**config.mk**
```make
export PLATFORM = sky130hd
export DESIGN_NAME = lh_msg_feeder_flat
export DESIGN_NICKNAME = d
export VERILOG_FILES = /design/src/rtl/lh_msg_feeder_pkg.sv /design/src/rtl/lh_msg_feeder_if.sv /design/src/rtl/lh_msg_buffer.sv /design/src/rtl/lh_msg_feeder.sv /design/src/flat_wrapper.sv
export SDC_FILE = /design/constraint.sdc
export NUM_CORES = 1
export LEC_CHECK = 0
export ABC_AREA = 1
export BUFFER_PORTS_ARGS = -buffer_cell sky130_fd_sc_hd__buf_4
export CORE_ASPECT_RATIO = 0.75
export CORE_MARGIN = 5
export CORE_UTILIZATION = 29
export DETAILED_ROUTE_END_ITERATION = 8
export PLACE_DENSITY_LB_ADDON = 0.1
export SLEW_MARGIN = 30
export SYNTH_ARGS = -nofsm -noshare
export SYNTH_HDL_FRONTEND = slang
export SYNTH_SLANG_ARGS = --single-unit
export TNS_END_PERCENT = 100
```
**constraint.sdc**
```tcl
create_clock -name clk_i -period 2.2 [get_ports clk_i]
set_input_delay 0.11 -clock clk_i [delete_from_list [all_inputs] [get_ports clk_i]]
set_output_delay 0.11 -clock clk_i [all_outputs]
set_load 0.02 [all_outputs]
```
**src/rtl/lh_msg_feeder_pkg.sv**
```systemverilog
// lh_feeder_pkg: shared types and constants for the light_hash message feeder.
//   state_e      - feeder FSM states
//   err_code_e   - values reported on err_code_o
//   DIGEST_W     - width of the light_hash digest
//   START/END    - default framing bytes
package lh_feeder_pkg;

  localparam int         DIGEST_W       = 64;
  localparam logic [7:0] START_BYTE_DEF = 8'hFF;
  localparam logic [7:0] END_BYTE_DEF   = 8'h00;

  typedef enum logic [2:0] {
    ST_IDLE,
    ST_SEND_START,
    ST_GAP,
    ST_WAIT_IDLE,
    ST_SEND_DATA,
    ST_SEND_END,
    ST_WAIT_DIGEST
  } state_e;

  typedef enum logic [1:0] {
    ERR_NONE      = 2'd0,
    ERR_HASH_BYTE = 2'd1,
    ERR_TIMEOUT   = 2'd2,
    ERR_RESERVED  = 2'd3
  } err_code_e;

  // Framing bytes cannot appear inside a payload.
  function automatic logic is_reserved(input logic [7:0] b,
                                       input logic [7:0] start_b,
                                       input logic [7:0] end_b);
    return (b == start_b) || (b == end_b);
  endfunction

endpackage

```
**src/rtl/lh_msg_feeder_if.sv**
```systemverilog
// lh_msg_feeder_if: byte-stream link between the feeder and the light_hash core.
//   message_byte/message_valid    feeder -> hasher
//   hash_busy                     hasher "next_byte" busy flag
//   hash_digest/hash_digest_ready hasher result
//   hash_err                      hasher rejected the last byte
// master = feeder side, slave = hasher side.
interface lh_msg_feeder_if;
  import lh_feeder_pkg::*;

  logic [7:0]          message_byte;
  logic                message_valid;
  logic                hash_busy;
  logic [DIGEST_W-1:0] hash_digest;
  logic                hash_digest_ready;
  logic                hash_err;

  modport master (
    output message_byte, message_valid,
    input  hash_busy, hash_digest, hash_digest_ready, hash_err
  );

  modport slave (
    input  message_byte, message_valid,
    output hash_busy, hash_digest, hash_digest_ready, hash_err
  );

endinterface

```
**src/rtl/lh_msg_buffer.sv**
```systemverilog
// lh_msg_buffer: MAX_LEN x 8 payload storage.
//   clk_i      clock
//   wr_en_i    write strobe
//   wr_addr_i  write address (the feeder's byte count)
//   wr_data_i  byte to store
//   rd_addr_i  read address (the feeder's read pointer)
//   rd_data_o  combinational read data
// No reset: contents are only meaningful below the feeder's count.
module lh_msg_buffer #(
  parameter int MAX_LEN = 32,
  parameter int AW      = $clog2(MAX_LEN)
) (
  input  logic          clk_i,
  input  logic          wr_en_i,
  input  logic [AW-1:0] wr_addr_i,
  input  logic [7:0]    wr_data_i,
  input  logic [AW-1:0] rd_addr_i,
  output logic [7:0]    rd_data_o
);
  import lh_feeder_pkg::*;

  logic [7:0] mem_q [MAX_LEN];

  always_ff @(posedge clk_i) begin
    if (wr_en_i) mem_q[wr_addr_i] <= wr_data_i;
  end

  assign rd_data_o = mem_q[rd_addr_i];

endmodule

```
**src/rtl/lh_msg_feeder.sv**
```systemverilog
// lh_msg_feeder: buffers a host-loaded message and streams it into light_hash
// framed as START_BYTE, payload, END_BYTE, then captures the digest.
//   clk_i, rst_i        clock, synchronous active-high reset
//   load_byte_i/_valid_i/load_ready_o   host payload write port
//   start_i             one-cycle request to send the buffered message
//   hash_if             link to light_hash (master side)
//   digest_out_o        digest of the last completed message
//   done_o              pulse when digest_out_o updates
//   err_code_o          0 none, 1 hasher rejected byte, 2 timeout, 3 reserved byte
//   err_pulse_o         pulse with each new non-zero err_code_o
//   busy_o              FSM not idle
//
// state          | meaning
// ---------------+---------------------------------------------------
// ST_IDLE        | accept payload bytes, wait for start
// ST_SEND_START  | message_valid high with START_BYTE
// ST_GAP         | valid low; check hasher error for the byte just sent
// ST_WAIT_IDLE   | wait for hash_busy low, pick next byte or finish
// ST_SEND_DATA   | message_valid high with a payload byte
// ST_SEND_END    | message_valid high with END_BYTE
// ST_WAIT_DIGEST | wait for digest_ready, bounded by TIMEOUT_CYC
module lh_msg_feeder #(
  parameter int         MAX_LEN     = 32,
  parameter logic [7:0] START_BYTE  = lh_feeder_pkg::START_BYTE_DEF,
  parameter logic [7:0] END_BYTE    = lh_feeder_pkg::END_BYTE_DEF,
  parameter int         TIMEOUT_CYC = 1024
) (
  input  logic                              clk_i,
  input  logic                              rst_i,
  input  logic [7:0]                        load_byte_i,
  input  logic                              load_valid_i,
  output logic                              load_ready_o,
  input  logic                              start_i,
  lh_msg_feeder_if.master                   hash_if,
  output logic [lh_feeder_pkg::DIGEST_W-1:0] digest_out_o,
  output logic                              done_o,
  output logic [1:0]                        err_code_o,
  output logic                              err_pulse_o,
  output logic                              busy_o
);
  import lh_feeder_pkg::*;

  // count/rd_ptr carry one extra bit so a full buffer (count == MAX_LEN) is representable.
  localparam int CNT_W = $clog2(MAX_LEN + 1);
  localparam int AW    = $clog2(MAX_LEN);
  localparam int TMR_W = $clog2(TIMEOUT_CYC);

  state_e              state_q;
  logic [CNT_W-1:0]    count_q;
  logic [CNT_W-1:0]    rd_ptr_q;
  logic [TMR_W-1:0]    tmr_q;
  logic                end_sent_q;
  logic [7:0]          msg_byte_q;
  logic                msg_valid_q;
  logic [DIGEST_W-1:0] digest_q;
  logic                done_q;
  err_code_e           err_code_q;
  logic                err_pulse_q;

  logic       load_fire;
  logic       load_rsvd;
  logic       buf_wr_en;
  logic [7:0] buf_rd_data;

  assign load_ready_o = (state_q == ST_IDLE) && (count_q < CNT_W'(MAX_LEN));
  assign load_fire    = load_valid_i && load_ready_o;
  assign load_rsvd    = load_fire && is_reserved(load_byte_i, START_BYTE, END_BYTE);
  assign buf_wr_en    = load_fire && !load_rsvd;

  lh_msg_buffer #(
    .MAX_LEN (MAX_LEN),
    .AW      (AW)
  ) u_buf (
    .clk_i     (clk_i),
    .wr_en_i   (buf_wr_en),
    .wr_addr_i (count_q[AW-1:0]),
    .wr_data_i (load_byte_i),
    .rd_addr_i (rd_ptr_q[AW-1:0]),
    .rd_data_o (buf_rd_data)
  );

  always_ff @(posedge clk_i) begin
    if (rst_i) begin
      state_q     <= ST_IDLE;
      count_q     <= '0;
      rd_ptr_q    <= '0;
      tmr_q       <= '0;
      end_sent_q  <= 1'b0;
      msg_byte_q  <= '0;
      msg_valid_q <= 1'b0;
      digest_q    <= '0;
      done_q      <= 1'b0;
      err_code_q  <= ERR_NONE;
      err_pulse_q <= 1'b0;
    end else begin
      done_q      <= 1'b0;
      err_pulse_q <= 1'b0;
      unique case (state_q)
        ST_IDLE: begin
          if (buf_wr_en) count_q <= count_q + CNT_W'(1);
          if (start_i) begin
            state_q     <= ST_SEND_START;
            msg_valid_q <= 1'b1;
            msg_byte_q  <= START_BYTE;
            rd_ptr_q    <= '0;
            end_sent_q  <= 1'b0;
            err_code_q  <= ERR_NONE;
          end
          // A reserved byte in the same cycle as start still gets reported.
          if (load_rsvd) begin
            err_code_q  <= ERR_RESERVED;
            err_pulse_q <= 1'b1;
          end
        end
        ST_SEND_START, ST_SEND_DATA, ST_SEND_END: begin
          msg_valid_q <= 1'b0;
          state_q     <= ST_GAP;
        end
        ST_GAP: begin
          if (hash_if.hash_err) begin
            err_code_q  <= ERR_HASH_BYTE;
            err_pulse_q <= 1'b1;
            count_q     <= '0;
            rd_ptr_q    <= '0;
            state_q     <= ST_IDLE;
          end else begin
            state_q <= ST_WAIT_IDLE;
          end
        end
        ST_WAIT_IDLE: begin
          if (!hash_if.hash_busy) begin
            if (end_sent_q) begin
              tmr_q   <= '0;
              state_q <= ST_WAIT_DIGEST;
            end else if (rd_ptr_q < count_q) begin
              msg_valid_q <= 1'b1;
              msg_byte_q  <= buf_rd_data;
              rd_ptr_q    <= rd_ptr_q + CNT_W'(1);
              state_q     <= ST_SEND_DATA;
            end else begin
              msg_valid_q <= 1'b1;
              msg_byte_q  <= END_BYTE;
              end_sent_q  <= 1'b1;
              state_q     <= ST_SEND_END;
            end
          end
        end
        ST_WAIT_DIGEST: begin
          // Ready takes priority over a timeout in the same cycle.
          if (hash_if.hash_digest_ready) begin
            digest_q <= hash_if.hash_digest;
            done_q   <= 1'b1;
            count_q  <= '0;
            rd_ptr_q <= '0;
            state_q  <= ST_IDLE;
          end else if (tmr_q == TMR_W'(TIMEOUT_CYC - 1)) begin
            err_code_q  <= ERR_TIMEOUT;
            err_pulse_q <= 1'b1;
            count_q     <= '0;
            rd_ptr_q    <= '0;
            state_q     <= ST_IDLE;
          end else begin
            tmr_q <= tmr_q + TMR_W'(1);
          end
        end
        default: state_q <= ST_IDLE;
      endcase
    end
  end

  assign hash_if.message_byte  = msg_byte_q;
  assign hash_if.message_valid = msg_valid_q;
  assign digest_out_o          = digest_q;
  assign done_o                = done_q;
  assign err_code_o            = err_code_q;
  assign err_pulse_o           = err_pulse_q;
  assign busy_o                = (state_q != ST_IDLE);

endmodule

```
**src/flat_wrapper.sv**
```systemverilog
// flat-port wrapper written by rule: the top's interface ports become plain ports
module lh_msg_feeder_flat import lh_feeder_pkg::*;
#(
  parameter int         MAX_LEN     = 32,
  parameter logic [7:0] START_BYTE  = lh_feeder_pkg::START_BYTE_DEF,
  parameter logic [7:0] END_BYTE    = lh_feeder_pkg::END_BYTE_DEF,
  parameter int         TIMEOUT_CYC = 1024
)
  (clk_i, rst_i, load_byte_i, load_valid_i, load_ready_o, start_i, digest_out_o, done_o, err_code_o, err_pulse_o, busy_o, hash_if_message_byte, hash_if_message_valid, hash_if_hash_busy, hash_if_hash_digest, hash_if_hash_digest_ready, hash_if_hash_err);
  lh_msg_feeder_if hash_if_i ();
  input  logic clk_i;
  input  logic rst_i;
  input  logic [7:0] load_byte_i;
  input  logic load_valid_i;
  output logic load_ready_o;
  input  logic start_i;
  output logic [lh_feeder_pkg::DIGEST_W-1:0] digest_out_o;
  output logic done_o;
  output logic [1:0] err_code_o;
  output logic err_pulse_o;
  output logic busy_o;
  output wire logic [$bits(hash_if_i.message_byte)-1:0] hash_if_message_byte;
  output wire logic [$bits(hash_if_i.message_valid)-1:0] hash_if_message_valid;
  input wire logic [$bits(hash_if_i.hash_busy)-1:0] hash_if_hash_busy;
  input wire logic [$bits(hash_if_i.hash_digest)-1:0] hash_if_hash_digest;
  input wire logic [$bits(hash_if_i.hash_digest_ready)-1:0] hash_if_hash_digest_ready;
  input wire logic [$bits(hash_if_i.hash_err)-1:0] hash_if_hash_err;
  assign hash_if_message_byte = hash_if_i.message_byte;
  assign hash_if_message_valid = hash_if_i.message_valid;
  assign hash_if_i.hash_busy = hash_if_hash_busy;
  assign hash_if_i.hash_digest = hash_if_hash_digest;
  assign hash_if_i.hash_digest_ready = hash_if_hash_digest_ready;
  assign hash_if_i.hash_err = hash_if_hash_err;
  lh_msg_feeder #(.MAX_LEN(MAX_LEN), .START_BYTE(START_BYTE), .END_BYTE(END_BYTE), .TIMEOUT_CYC(TIMEOUT_CYC)) u_core (.clk_i(clk_i), .rst_i(rst_i), .load_byte_i(load_byte_i), .load_valid_i(load_valid_i), .load_ready_o(load_ready_o), .start_i(start_i), .hash_if(hash_if_i), .digest_out_o(digest_out_o), .done_o(done_o), .err_code_o(err_code_o), .err_pulse_o(err_pulse_o), .busy_o(busy_o));
endmodule
```
== After elaboration in Yosys (flattened, before gate mapping) ==
Memory sizes are Yosys's and may differ from the RTL's. A register that Yosys moved wholly into a read port is not among the register bits.
Cells that the tools add are included.

* $add $sub $neg: 3
* Order comparisons: 2
* Eq/ne operators: 20
* Mux-type cells: 53
* Bitwise operators: 1
* Reduce and logical (&&, ||, !) cells: 25

{| class="wikitable"
|+ Operator list
! operator !! count
|-
| $mux W6 || 8
|-
| $mux W10 || 4
|-
| $mux W8 || 4
|-
| $pmux W6 S4 || 1
|-
| $pmux W10 S2 || 1
|-
| $pmux W6 S3 || 1
|-
| $pmux W8 S2 || 1
|-
| $mux W1 || 15
|-
| $mux W3 || 5
|-
| $pmux W3 S5 || 1
|-
| $add A6 B1 Y6 const B || 2
|-
| $mux W2 || 6
|-
| $ne A2 B2 Y1 const B || 6
|-
| $reduce_and A4 Y1 || 3
|-
| $add A10 B1 Y10 const B || 1
|-
| $eq A10 B10 Y1 const B || 1
|-
| $mux W5 || 2
|-
| $reduce_and A5 Y1 || 2
|-
| $eq A3 B3 Y1 const B || 3
|-
| $reduce_bool A3 Y1 || 3
|-
| $eq A8 B8 Y1 const B || 1
|-
| $logic_not A8 Y1 || 1
|-
| $ne A2 B1 Y1 const B || 4
|-
| $reduce_and A7 Y1 || 1
|-
| other kinds (19) || 27
|}

* Register bits after elaboration: 103
* Bits in writable memories: 256
* Input bits: 79
* Memories: 1

{| class="wikitable"
|+ Memories
! memory !! words !! bits a word !! rd ports !! clocked after memory_dff !! wr ports !! RTL line !! source
|-
| u_core.u_buf.mem_q || 32 || 8 || 1 || 1 || 1 || lh_msg_buffer.sv:22 || <nowiki>logic [7:0] mem_q [MAX_LEN];</nowiki>
|}

== Logic depth before layout (Yosys ltp) ==
Gate-level depths: netlist of run 1.

* Depth in word-level cells: 8
* Mapped depth: 12
* Depth with buffers taken out: 12

== Modules after synthesis ==
A second synthesis of run 1 with hierarchy kept.

* Cells, all modules: 1589
* Area total of the unflattened synthesis: 15237.1 um^2

{| class="wikitable"
|+ By module, submodules not included
! module !! times used !! cells an instance !! area an instance (um^2)
|-
| lh_msg_buffer || 1 || 914 || 10626.4
|-
| lh_msg_feeder || 1 || 675 || 4610.7
|}

== Worst setup path before layout of run 1 ==
OpenSTA, ideal clock, no wires.

* Path type: flip-flop to flip-flop
* From: register u_core.state_q[2]
* To: memory u_core.u_buf.mem_q[31][0] (enable)
* Arrival: 1.581 ns
* Required time: 1.830 ns
* Path slack: 0.248 ns
* Cell stages (with the launch flop): 8
* Clock period less this slack: 1.952 ns
* Path through: dfxtp_1 -> nor2_2 -> nand2_2 -> nor3b_2 -> nand3_1 -> inv_1 -> nand2_1 -> nor2_1

* Word-level cells in the longest chain between the ends: 8

{| class="wikitable"
|+ RTL lines
! item !! RTL line !! source
|-
| from (decl) || lh_msg_feeder.sv:48 || <nowiki>state_e state_q;</nowiki>
|-
| from (signal assigned) || lh_msg_feeder.sv:84 || <nowiki>state_q <= ST_IDLE;</nowiki>
|-
| from (signal assigned) || lh_msg_feeder.sv:102 || <nowiki>state_q <= ST_SEND_START;</nowiki>
|-
| from (signal assigned) || lh_msg_feeder.sv:117 || <nowiki>state_q <= ST_GAP;</nowiki>
|-
| $logic_not A3 Y1 (*) || lh_msg_feeder.sv:65 || <nowiki>assign load_ready_o = (state_q == ST_IDLE) && (count_q < CNT_W'(MAX_LEN));</nowiki>
|-
| $logic_and A1 B1 Y1 (*) || lh_msg_feeder.sv:65 ||
|-
| $logic_and A1 B1 Y1 (*) || lh_msg_feeder.sv:66 || <nowiki>assign load_fire = load_valid_i && load_ready_o;</nowiki>
|-
| $logic_and A1 B1 Y1 || lh_msg_feeder.sv:67 || <nowiki>assign load_rsvd = load_fire && is_reserved(load_byte_i, START_BYTE, END_BYTE);</nowiki>
|-
| $logic_not A1 Y1 || lh_msg_feeder.sv:68 || <nowiki>assign buf_wr_en = load_fire && !load_rsvd;</nowiki>
|-
| $logic_and A1 B1 Y1 (*) || lh_msg_feeder.sv:68 ||
|-
| $mux W1 (*) || lh_msg_buffer.sv:25 || <nowiki>if (wr_en_i) mem_q[wr_addr_i] <= wr_data_i;</nowiki>
|-
| $mux W1 (not written as such) (*) || lh_msg_buffer.sv:25 ||
|-
| to (decl) || lh_msg_buffer.sv:22 ||
|}

Every way passes the cells marked *; elsewhere a longest branch is shown, timed or not.

== Worst setup path in the final report of run 1 ==
* From: register u_core.state_q[2]
* To: memory u_core.u_buf.mem_q[1][7] (enable)

Same word-level chain as after synthesis.

==> flow_metrics.env, run 1 <==
export IMPL_outcome="finished, final reports clean"
export IMPL_post_route_min_period_ns=2.06
export IMPL_most_common_layout_cells="nand2_1 (491), edfxtp_1 (256), nand3_1 (244)"
export IMPL_start_util_pct=29.2
export IMPL_setup_viol=0
export IMPL_final_common_cell="nand2_1"
export IMPL_combPwrFrac_pct=14.1
export IMPL_dp_cells=2318
export IMPL_dpl_cell_area_um2=17300
export IMPL_grt_total_usage_pct=17.2
export IMPL_synth_area_leaders="edfxtp_1 (51%), dfxtp_1 (14%), nand2_1 (12%)"
export IMPL_synth_top_cell_by_area="edfxtp_1"
export IMPL_diodes=0
export IMPL_coreArea_um2=51300
export IMPL_netlist_area_um2=15000
export IMPL_cts_tree="done"
export IMPL_final_cell_area_um2=19500
export IMPL_synthArstFlopShare_pct=0
export IMPL_clock_sinks=364
export IMPL_nets=1855
export IMPL_hold_ws_ns=0.0396
export IMPL_cts_root_buf="clkbuf_16"
export IMPL_drt_vias_per_instance=4.75
export IMPL_htreeDepth=2
export IMPL_synth_distinct_cells=41
export IMPL_fin_skew_ns=0.0169
export IMPL_slew_headroom_pct=50.4
export IMPL_ys_seq_elements=364
export IMPL_wl_per_cell_um=20.2
export IMPL_grt_max_degree=73
export IMPL_holdCritPathClass="in -> reg"
export IMPL_cp_max_fo=8
export IMPL_tightest_slew_ns=0.744
export IMPL_crit_arrival_ns=2.26
export IMPL_port_buffers=157
export IMPL_synthCells=1501
export IMPL_intPower_w=0.0125
export IMPL_hold_viol=0
export IMPL_vdd_drop_max_uv=436
export IMPL_area_growth_syn_to_layout_pct=29.6
export IMPL_drcViolationCount=0
export IMPL_powerDensity_nw_per_um2=871
export IMPL_critical_path_most_common_cell="nor2_2"
export IMPL_rsz0062_at_grt="true"
export IMPL_synth_top_family_by_area="simple AND/OR/NAND/NOR gates"
export IMPL_clock_path_buffers=3
export IMPL_post_cts_setup_buffers=0
export IMPL_grt_pass1_vias=11400
export IMPL_ys_seq_area_share_pct=65.6
export IMPL_drv_cap=0
export IMPL_path_delay_family="simple AND/OR/NAND/NOR gates"
export IMPL_path_cells="nor2_2 -> nand2_2 -> nor3b_2 -> nand3_1 -> inv_1 -> nand2_1 -> buf_12 -> nor2_2"
export IMPL_cp_end_kind="register"
export IMPL_slowest_delay_ns=0.34
export IMPL_drive_gt1_share_pct=19.0
export IMPL_worst_setup_path_type="reg -> reg"
export IMPL_row_count=72
export IMPL_drv_slew=0
export IMPL_die_w_um=273
export IMPL_period_share_pct=93.9
export IMPL_yosys_area_share_simple_pct=24.6
export IMPL_vias=11700
export IMPL_start_kind="register"
export IMPL_syn_avg_cell_area_um2=10.0
export IMPL_fp_dieH_um=207
export IMPL_finalNonFillerCells=2462
export IMPL_antenna_found_initial=2
export IMPL_syn_nets=1591
export IMPL_grt_first_pass_wirelength_um=74300
export IMPL_drt_iter0_markers=1007
export IMPL_cts_clk_slew_worst_paths_ns=0.06
export IMPL_dpl_hpwl_um=33000
export IMPL_yosys_area_share_adder_pct=0.917
export IMPL_p_sw_w=0.00445
export IMPL_fmaxAchievable_ghz=0.484
export IMPL_clk_latency_ns=0.55
export IMPL_routabilityCongestion=0.826
export IMPL_yosysWarnings=0
export IMPL_synth_enable_flop_cells=256
export IMPL_ioPinCount=158
export IMPL_cts_made_buffers=39
export IMPL_grt_ovfl_total=0
export IMPL_clkPwrFrac_pct=41.2
export IMPL_die_area_um2=56500
export IMPL_critical_path_buf_inv_count=2
export IMPL_yosys_area_top_type_share_pct=51.2
export IMPL_drt_wl_total_um=49700
export IMPL_synth_compound_area_share_pct=4.67
export IMPL_synth_main_ff_cell="edfxtp_1"
export IMPL_ant_nets=0
export IMPL_synth_xor_area_share_pct=0.292
export IMPL_drt_pass1_iterations=5
export IMPL_crit_slowest_cell="nor2_2"
export IMPL_synth_mux_area_share_pct=0
export IMPL_worstPathRequired_ns=2.40
export IMPL_seq_power_share_pct=44.7
export IMPL_swShare_pct=26.2
export IMPL_power_leakage_nw=7.36
-- power groups by stage --
stage | logic (W) | registers (W) | clock network, W
finish | 0.00238 | 0.00758 | 0.00698
global route | 0.00260 | 0.00759 | 0.00744
CTS | 0.00239 | 0.00758 | 0.00718
detailed placement | 0.00227 | 0.00772 | 0
global placement | 0.00228 | 0.00773 | 0
floorplan | 0.00113 | 0.00777 | 0
-- final cells by class --
type | count | area (µm²)
Inverter | 56 | 215
Multi-Input combinational cell | 1001 | 4640
Sequential cell | 364 | 9850
Tap cell | 666 | 833
Fill cell | 5118 | 31900
Clock inverter | 24 | 307
Timing Repair Buffer | 303 | 2570
Clock buffer | 48 | 1040
-- cells in the mapped netlist, types with 2 or more instances --
library cell	n
o21ai_1	4
buf_2	37
buf_1	9
or2_4	2
nor2_4	5
inv_1	49
dfxtp_1	108
nand4_1	10
edfxtp_1	256
nor2_2	2
nor3_1	5
nor2_1	69
or2_2	2
nand3_4	2
o21ai_0	24
nand2_1	492
nand3_1	244
o211ai_1	2
clkbuf_1	27
nand3b_1	2
inv_2	5
nand2_2	7
buf_4	6
a21oi_1	100
nand2_4	2
nand3_2	2
xor2_1	4
ha_1	11
-- routing by layer --
metal / vias to the layer above / global-route usage (%) / part of all wire [%]
met5: - / 0 / 0
met4: 0 / 4.07 / 2.2
met3: 76 / 2.43 / 4.3
met2: 269 / 25.6 / 44
met1: 5684 / 26.3 / 50
li1: 5656 / - / -
-- registers in the layout, indices dropped and copies added (netlist names), named ones only --
| name | count |
|---|---|
| u_core.rd_ptr_q | 6 |
| u_core.digest_out_o | 64 |
| u_core.count_q | 6 |
| u_core.hash_if.message_valid | 1 |
| u_core.tmr_q | 10 |
| u_core.state_q | 3 |
| u_core.hash_if.message_byte | 8 |
| u_core.end_sent_q | 1 |
| u_core.done_o | 1 |
| u_core.err_code_o | 2 |
| u_core.u_buf.mem_q | 256 |
| u_core.err_pulse_o | 1 |
-- worst reg2reg max path, stage by stage (launching register included) --
cell	delay, ns
dfxtp_1	0.32
nor2_2	0.16
nand2_2	0.07
nor3b_2	0.24
nand3_1	0.14
inv_1	0.15
nand2_1	0.11
buf_12	0.18
nor2_2	0.35
-- logic make-up after synthesis --
group | after synthesis
compound gates | 135
fa+ha+maj | 11
xor+xnor | 5
buf+inv | 136
flops | 364
simple gates | 850
-- per-stage QoR --
step | setup slack [ns] | util (%) | power [W] | setup TNS [ns]
after floorplan | 0.248 | - | 0.00890 | 0
after global placement | -0.0431 | 33.7 | 0.0100 | -0.343
after detailed placement | -0.0585 | 33.7 | 0.00999 | -1.14
after CTS | 0.00139 | 37.8 | 0.0171 | 0
after global routing | 0.00458 | 37.9 | 0.0176 | 0
final | 0.135 | 37.9 | 0.0169 | 0
-- worst paths after layout --
check,from,endpoint,slack [ns],cells past startpoint
min reg2reg,u_core.err_code_o[1],u_core.err_code_o[1],0.44,2
max,u_core.state_q[2],u_core.u_buf.mem_q[1][7],0.14,8
max reg2reg,u_core.state_q[2],u_core.u_buf.mem_q[1][7],0.14,8
min,load_byte_i[7],u_core.u_buf.mem_q[26][7],0.04,2
-- repair_timing --
action / in CTS / in global routing
resized for setup: 6 / 13
endpoints found under the hold margin: 95 / 0
setup endpoints to repair: 40 / 107
hold buffers: 72 / 0
(Power assumes the default switching activity.)
==> inputs of run 2 (changes only) <==
REMOVE_ABC_BUFFERS = 1   (was unset)
==> run 2 against run 1 <==
  * Sequential share of layout area grew 0.41 points
  * Via count is essentially flat
  * Core utilization shrank 0.30 points
  * Register-to-register slack gained 0.10 ns
  * Clock skew shrank 0.0069 ns
  * Critical endpoint is now u_core.rd_ptr_q[1]
==> flow_metrics.env, run 2 (synthesis results as in run 1) <==
export IMPL_outcome="finished, final reports clean"
export IMPL_setup_tns_ns=0
export IMPL_crit_slowest_cell="dfxtp_1"
export IMPL_post_route_min_period_ns=1.96
export IMPL_fillers=5167
export IMPL_grt_max_degree=81
export IMPL_slew_headroom_pct=50.8
export IMPL_row_count=72
export IMPL_ant_nets=0
export IMPL_area_growth_syn_to_layout_pct=28.6
export IMPL_crit_arrival_ns=2.37
export IMPL_most_common_layout_cells="nand2_1 (492), edfxtp_1 (256), nand3_1 (244)"
export IMPL_cp_end_kind="register"
export IMPL_slowest_delay_ns=0.39
export IMPL_cp_max_fo=8
export IMPL_htreeDepth=2
export IMPL_finalNonFillerCells=2470
export IMPL_dp_cells=2326
export IMPL_dpl_cell_area_um2=17400
export IMPL_clkPwrFrac_pct=38.9
export IMPL_largest_reg_flops=256
export IMPL_fin_skew_ns=0.0101
export IMPL_combPwrFrac_pct=14.4
export IMPL_maxUsedRoutingLayer="met4"
export IMPL_nets=1863
export IMPL_ctsResizeCount=0
export IMPL_rsz0062_at_grt="false"
export IMPL_vias=11700
export IMPL_cts_tree="done"
export IMPL_fp_dieH_um=207
export IMPL_drv_slew=0
export IMPL_drive_gt1_share_pct=18.2
export IMPL_grt_total_usage_pct=16.9
export IMPL_hold_path_depth=5
export IMPL_worstPathRequired_ns=2.61
export IMPL_wl_met1_um=24300
export IMPL_intPower_w=0.0119
export IMPL_ioPinCount=158
export IMPL_drt_vias_per_instance=4.73
export IMPL_hold_viol=0
export IMPL_worstRegToRegCells=10
export IMPL_clock_sinks=364
export IMPL_power_leakage_nw=7.34
export IMPL_critical_path_most_common_cell="nand2_1"
export IMPL_setup_viol=0
export IMPL_p_sw_w=0.00433
export IMPL_cts_made_buffers=40
export IMPL_swShare_pct=26.6
export IMPL_drt_pass1_iterations=5
export IMPL_vdd_drop_max_uv=418
export IMPL_period_share_pct=89.2
export IMPL_wl_met3_um=2220
export IMPL_holdCritPathClass="in -> reg"
export IMPL_path_cells="inv_1 -> ha_1 -> nand2_1 -> or2_2 -> nand3_1 -> nand2_1 -> nand3_4 -> nand2_1 -> o21ai_1 -> nor2_1"
export IMPL_powerDensity_nw_per_um2=842
export IMPL_worst_setup_path_type="reg -> reg"
export IMPL_wl_per_cell_um=19.9
export IMPL_drt_wl_total_um=49000
export IMPL_regMostFlops="u_core.u_buf.mem_q"
export IMPL_worst_slack_ns=0.238
export IMPL_final_common_cell="nand2_1"
export IMPL_fmaxAchievable_ghz=0.510
export IMPL_clock_path_buffers=3
export IMPL_drcViolationCount=0
export IMPL_die_w_um=273
export IMPL_post_place_ws_ns=0.271
export IMPL_routabilityCongestion=0.817
export IMPL_grt_ovfl_total=0
export IMPL_port_buffers=157
export IMPL_clk_latency_ns=0.53
export IMPL_start_util_pct=29.2
export IMPL_coreArea_um2=51300
export IMPL_seq_power_share_pct=46.7
export IMPL_antenna_found_initial=0
export IMPL_die_area_um2=56500
export IMPL_cts_root_buf="clkbuf_16"
export IMPL_start_kind="register"
export IMPL_cts_clk_slew_worst_paths_ns=0.06
export IMPL_drv_cap=0
export IMPL_r2r_slack_ns=0.24
export IMPL_tightest_slew_ns=0.738
export IMPL_dpl_hpwl_um=32600
export IMPL_dr_wl_met2_um=21900
export IMPL_grt_pass1_vias=11600
export IMPL_final_cell_area_um2=19300
export IMPL_drt_iter0_markers=1001
export IMPL_grt_first_pass_wirelength_um=73600
## run 2: worst paths after layout
| kind | from | endpoint |
|---|---|---|
| setup / recovery | u_core.count_q[5] | u_core.rd_ptr_q[1] |
| hold / removal | hash_if_hash_err | u_core.err_pulse_o |
| hold reg to reg | u_core.err_code_o[1] | u_core.err_code_o[1] |
| setup reg to reg | u_core.count_q[5] | u_core.rd_ptr_q[1] |
## run 2: final cells by class
| class | instances | area (µm²) | share of cell area (%) |
|---|---|---|---|
| Tap cell | 666 | 833 | 4.32 |
| Inverter | 56 | 215 | 1.12 |
| Timing Repair Buffer | 310 | 2620 | 13.6 |
| Clock buffer | 55 | 1110 | 5.74 |
| Antenna cell | 1 | 2.50 | 0.0130 |
| Sequential cell | 364 | 9850 | 51.1 |
| Multi-Input combinational cell | 1001 | 4570 | 23.7 |
| Clock inverter | 17 | 97.6 | 0.506 |
## run 2: power groups by stage
stage | Combinational [W] | Sequential, W | Clock, W
after floorplan | 0.000996 | 0.00784 | 0
after global placement | 0.00225 | 0.00774 | 0
after detailed placement | 0.00224 | 0.00774 | 0
after CTS | 0.00235 | 0.00760 | 0.00653
after global routing | 0.00256 | 0.00761 | 0.00681
final | 0.00234 | 0.00760 | 0.00632
## run 2: timing repair
action,4_1_cts,5_1_grt
endpoints found under the setup margin,0,0
hold buffers,71,0
buffers inserted,0,0
endpoints found under the hold margin,88,0
## run 2: per-layer routing
metal | GRT usage, % | up-vias
li1 | - | 5663
met1 | 25.7 | 5732
met2 | 25.8 | 225
met3 | 2.78 | 54
met4 | 3.15 | 0
met5 | 0 | -
## run 2: metrics by stage
step | total power (W) | util [%] | hold WS [ns]
floorplan | 0.00884 | - | 0.179
global placement | 0.00999 | 33.8 | 0.362
detailed placement | 0.00998 | 33.8 | 0.370
CTS | 0.0165 | 37.6 | 0.0261
global route | 0.0170 | 37.6 | 0.0533
finish | 0.0163 | 37.6 | 0.0453
## run 2: worst max-delay path: cells and delay by family (launching register included)
family                     cells  cell delay [ns]
buffers and inverters          1             0.09
AOI/OAI and AO/OA              1             0.10
adders and majority gates      1             0.30
DFF                            1             0.39
and+or+nand+nor                7             0.96
